===== config.mk =====
export PLATFORM = sky130hd
export DESIGN_NAME = a_pl_hs_nclk
export DESIGN_NICKNAME = d
export VERILOG_FILES = /design/src/rtl/a_pl_hs_nclk.sv
export SDC_FILE = /design/constraint.sdc
export NUM_CORES = 1
export LEC_CHECK = 0
export CORE_ASPECT_RATIO = 0.9
export CORE_MARGIN = 5
export CORE_UTILIZATION = 51
export CTS_BUF_LIST = sky130_fd_sc_hd__clkbuf_4 sky130_fd_sc_hd__clkbuf_8
export DETAILED_ROUTE_END_ITERATION = 7
export MAX_ROUTING_LAYER = met4
export PLACE_DENSITY = 0.88
export SETUP_SLACK_MARGIN = 0.2
export SYNTH_ARGS = -nofsm -noshare
export SYNTH_HDL_FRONTEND = slang
export SYNTH_SLANG_ARGS = --single-unit
export TNS_END_PERCENT = 10

===== constraint.sdc =====
create_clock -name clk -period 1.48 [get_ports clk]
set_input_delay 0.296 -clock clk [delete_from_list [all_inputs] [get_ports clk]]
set_output_delay 0.296 -clock clk [all_outputs]
set_load 0.005 [all_outputs]

===== src/rtl/a_pl_hs_nclk.sv =====
// rtl/a_pl_hs_nclk.sv - elastic DELAY-stage pipeline with valid/ready handshake
//
// Purpose:
//   Delays a stream by DELAY register stages. With no stalls it behaves as a
//   fixed delay line. When ordy drops, words pack towards the output and
//   backpressure reaches irdy combinationally.
//
// Ports:
//   clk    in   1     clock, rising edge
//   rst_n  in   1     asynchronous reset, active low
//   ivld   in   1     upstream data valid
//   irdy   out  1     pipeline can accept idat this cycle
//   idat   in   SIZE  upstream data
//   ovld   out  1     odat valid (last stage occupied)
//   ordy   in   1     downstream accepts odat this cycle
//   odat   out  SIZE  data from last stage
//   ocnt   out  CNTW  number of occupied stages
module a_pl_hs_nclk #(
  parameter int              SIZE    = 8,
  parameter int              DELAY   = 3,
  parameter logic [SIZE-1:0] RST_VAL = {SIZE{1'b0}},
  parameter int              CNTW    = 2
) (
  input  logic            clk,
  input  logic            rst_n,
  input  logic            ivld,
  output logic            irdy,
  input  logic [SIZE-1:0] idat,
  output logic            ovld,
  input  logic            ordy,
  output logic [SIZE-1:0] odat,
  output logic [CNTW-1:0] ocnt
);

  generate
    if (DELAY == 0) begin : g_pass
      // No storage: the handshake passes straight through.
      logic unused_clk_rst;
      assign unused_clk_rst = clk ^ rst_n;

      assign irdy = ordy;
      assign ovld = ivld;
      assign odat = idat;
      assign ocnt = '0;
    end else begin : g_pipe
      logic [DELAY-1:0] v_q;
      logic [DELAY-1:0] v_d;
      logic [DELAY-1:0] adv;
      logic [SIZE-1:0]  d_q [DELAY];
      logic [SIZE-1:0]  d_d [DELAY];
      logic [CNTW-1:0]  cnt;

      // A stage may advance unless it and every stage after it are occupied
      // while the consumer stalls; this lets bubbles collapse.
      always_comb begin : p_adv
        logic full_tail;
        full_tail = 1'b1;
        adv       = '0;
        for (int k = DELAY - 1; k >= 0; k--) begin
          full_tail = full_tail & v_q[k];
          adv[k]    = ordy | ~full_tail;
        end
      end

      always_comb begin : p_next
        v_d = v_q;
        for (int k = 0; k < DELAY; k++) begin
          d_d[k] = d_q[k];
        end
        if (adv[0]) begin
          v_d[0] = ivld;
          if (ivld) begin
            d_d[0] = idat;
          end
        end
        for (int k = 1; k < DELAY; k++) begin
          if (adv[k]) begin
            v_d[k] = v_q[k-1];
            // Data only moves with a valid word, so empty stages keep old data.
            if (v_q[k-1]) begin
              d_d[k] = d_q[k-1];
            end
          end
        end
      end

      always_ff @(posedge clk or negedge rst_n) begin
        if (!rst_n) begin
          v_q <= '0;
          for (int k = 0; k < DELAY; k++) begin
            d_q[k] <= RST_VAL;
          end
        end else begin
          v_q <= v_d;
          for (int k = 0; k < DELAY; k++) begin
            d_q[k] <= d_d[k];
          end
        end
      end

      always_comb begin : p_cnt
        cnt = '0;
        for (int k = 0; k < DELAY; k++) begin
          cnt = cnt + CNTW'(v_q[k]);
        end
      end

      assign irdy = adv[0];
      assign ovld = v_q[DELAY-1];
      assign odat = d_q[DELAY-1];
      assign ocnt = cnt;
    end
  endgenerate

endmodule


== After elaboration in Yosys (flattened, before gate mapping) ==
Index checks and enable logic that the tools add are counted.

* Flip-flop bits (word level): 27
* Bits of input ports: 12
* Output and inout port bits: 12
* Logic and storage cells: 19

* Add/subtract/negate cells: 2
* Bitwise logic cells: 8
* Reduce and logical (&&, ||, !) cells: 3

{| class="wikitable"
|+ Operators with widths
! kind !! number
|-
| $reduce_and A2 Y1 || 3
|-
| $not A1 Y1 || 3
|-
| $or A1 B1 Y1 || 3
|-
| $add A1 B1 Y2 || 1
|-
| $add A2 B1 Y2 || 1
|-
| $and A1 B1 Y1 || 2
|}

== Longest topological paths before layout ==
* Depth in word-level cells: 5
* Gate-level depth with buffers: 3
* Depth with buffers taken out: 3

== Worst setup path after synthesis ==
Ideal clock, no wire load.

* Path kind: register to output
* Start point: reg g_pipe.v_q[2]
* End point: out ocnt[0]
* Arrival: 0.983 ns
* Data required time: 1.184 ns
* Path slack: 0.201 ns
* Cell stages (with the launch flop): 2
* Cell sequence: dfrtp_1 -> fa_1

* Longest elaborated chain between the ends: 1

{| class="wikitable"
|+ RTL lines
! what !! line !! RTL
|-
| start, declared || 46 || <nowiki>logic [DELAY-1:0] v_q;</nowiki>
|-
| start signal, assigned || 94 || <nowiki>v_q <= v_d;</nowiki>
|-
| $add A2 B1 Y2 || 104 || <nowiki>cnt = cnt + CNTW'(v_q[k]);</nowiki>
|-
| end, declared || 32 || <nowiki>output logic [CNTW-1:0] ocnt</nowiki>
|}

Every way passes these cells.

== Worst setup path after layout ==
* Start point: reg g_pipe.v_q[0]
* End point: out ocnt[0]

* Longest elaborated chain between the ends: 2

{| class="wikitable"
|+ RTL lines
! what !! line
|-
| $add A1 B1 Y2 || 104
|-
| $add A2 B1 Y2 || 104
|}

Every way passes these cells.

==> impl_metrics.env <==
export IMPL_total_power_uw=1840
export IMPL_routedWlPerCell_um=14.7
export IMPL_dieArea_um2=3180
export IMPL_dr_first_iter_drc_count=4
export IMPL_startpoint_type="register"
export IMPL_worstPathMaxFanout=2
export IMPL_drtPass1Iterations=4
export IMPL_fmax_mhz=593
export IMPL_min_path_type="input port to async pin"
export IMPL_clkLatencyLatePin_ns=0.31
export IMPL_port_buffers=23
export IMPL_drc=0
export IMPL_area_growth_pct=27.9
export IMPL_cts_tree="yes"
export IMPL_die_width_um=58.9
export IMPL_synth_area_leader_cell="dfrtp_1"
export IMPL_met3_length_um=43
export IMPL_final_core_util_pct=66.2
export IMPL_crit_type="register to output port"
export IMPL_cts_inserted_buffers=3
export IMPL_gr_total_overflow=0
export IMPL_yosysSeqAreaShare_pct=61.6
export IMPL_run_status="complete, but fails checks"
export IMPL_clk_pin_slew_ns=0.13
export IMPL_coreArea_um2=2120
export IMPL_syn_area_per_cell_um2=15.9
export IMPL_dp_slack_ns=-0.242
export IMPL_antennaDiodeCount=0
export IMPL_clockRootBuffer="clkbuf_4"
export IMPL_yosysMostFrequentCell="dfrtp_1"
export IMPL_initial_core_util_pct=51.7
export IMPL_synth_nets=82
export IMPL_setup_viol=3
export IMPL_dieHeight_um=54.0
export IMPL_wl_met2_mm=1.01
export IMPL_fin_crit_sh_pct=114
export IMPL_rows=16
export IMPL_grt_pass1_wl_mm=2.95
export IMPL_ant_nets=0
export IMPL_period_needed_ns=1.69
export IMPL_synth_edf_count=0
export IMPL_power_density_nw_per_um2=1310
export IMPL_wirelength_met1_um=701
export IMPL_hold_violations=0
export IMPL_holdBufCountCts=0
export IMPL_synthTopCellsByArea="dfrtp_1 62%, mux2_2 25%, buf_4 5.5%"
export IMPL_dpl_hpwl_mm=1.27
export IMPL_worstPathRequired_ns=1.18
export IMPL_ios=24
export IMPL_endpoint_kind="output port"
export IMPL_postLayoutCellArea_um2=1400
export IMPL_synth_warnings=0
export IMPL_worst_slack_ns=-0.207
export IMPL_synth_common_cells="27 x dfrtp_1, 24 x mux2_2, 8 x buf_4"
export IMPL_async_reset_ff_share_pct=100
export IMPL_grt_setup_unrepaired="yes"
export IMPL_via_per_inst=4.98
export IMPL_antenna_found_initial=0
export IMPL_routed_wl_mm=1.78
export IMPL_synth_area_um2=1100
export IMPL_final_max_slew_viol_count=0
export IMPL_syn_inst=69
export IMPL_nets=108
export IMPL_ctsLongestPathBuffers=2
export IMPL_failed_checks="negative setup slack"
export IMPL_ys_types=9
export IMPL_track_usage_pct=13.1
export IMPL_crit_arrival_ns=1.39
export IMPL_drive_gt1_share_pct=44.7
export IMPL_htree_levels=1
export IMPL_grt_max_degree=28
export IMPL_grt_pass1_vias=646
export IMPL_relSlewSlack_pct=77.8
export IMPL_vias=602
export IMPL_ys_ff_latch=27
export IMPL_max_cap_violations=0
export IMPL_place_area_um2=1340
export IMPL_routed_top_layer="met4"
export IMPL_tightest_slew_ns=0.332
export IMPL_ys_flop_type="dfrtp_1"
export IMPL_finClkSkew_ns=0.00350
export IMPL_gp_congestion=0.759
export IMPL_synth_top_area_share_pct=61.6
export IMPL_cts_sinks=27
export IMPL_ir_drop_uv=742
export IMPL_leakage_uw=0.000609
export IMPL_fin_setup_tns_ns=-0.328
flip-flops by register name, summed over array words and instances (netlist names):
signal	cells
g_pipe.v_q	3
odat	8
g_pipe.d_q	16
path summary, 6_finish.rpt:
check	endpoint	cells after the start	startpoint	slack (ns)
min in group clk	g_pipe.d_q[8]	1	g_pipe.d_q[8]	0.52
max in group asynchronous	g_pipe.d_q[13]	2	rst_n	0.90
max reg2reg	g_pipe.d_q[18]	6	g_pipe.v_q[0]	0.05
min	g_pipe.d_q[12]	2	rst_n	0.33
min reg2reg	g_pipe.d_q[8]	1	g_pipe.d_q[8]	0.52
max	ocnt[0]	2	g_pipe.v_q[0]	-0.21
where the power goes:
part	total (uW)	switching, uW	internal (uW)
Clock	320	197	123
Sequential	1010	88.6	924
Combinational	504	170	333
final cells by class:
cell class,instances,area (um2)
sequential,27,676
clock buffer,4,30.0
timing repair buffer,29,277
multi-input combinational,34,388
fill,168,718
tap,27,33.8
per-stage QoR:
step	std cells	hold slack [ns]
after floorplan	69	0.000409
after global placement	116	0.483
after detailed placement	116	0.491
after CTS	120	0.343
after global routing	121	0.353
final	121	0.335
worst max-delay path: stages, from the launching register on:
cell and delay, ns:
dfrtp_1 0.44, fa_1 0.54, buf_2 0.11
repair_timing:
action,in CTS,in global routing
resized for setup,21,18
pin swaps,1,2
gates cloned,0,0
endpoints found under the setup margin,36,36
setup buffers,0,1
cell usage in the layout (no fill, tap or decap):
cell type	n
dfrtp_1	27
mux2_2	23
clkdlybuf4s50_1	11
clkdlybuf4s15_1	8
buf_6	5
nand2b_1	4
clkbuf_4	4
clkbuf_2	2
buf_4	2
nand4b_4	1
nand2_4	1
nand2_8	1
mux2_4	1
nand3b_1	1
nand2_2	1
fa_1	1
buf_2	1
cells by family after synthesis:
logic type               count (synthesis)  share of synthesized area [%]
adder cells (fa/ha/maj)                  1                           1.82
buffers and inverters                    8                           5.47
flip-flops                              27                           61.6
multiplexers                            24                           24.6
AND/OR/NAND/NOR                          9                           6.50
metal layers:
| metal | up-vias | track usage, % |
|---|---|---|
| met5 | - | - |
| met4 | 0 | 5.66 |
| met3 | 2 | 1.44 |
| met2 | 7 | 24.4 |
| met1 | 314 | 14.1 |
| li1 | 279 | - |
Note: power is estimated with default switching activity, not from simulation.
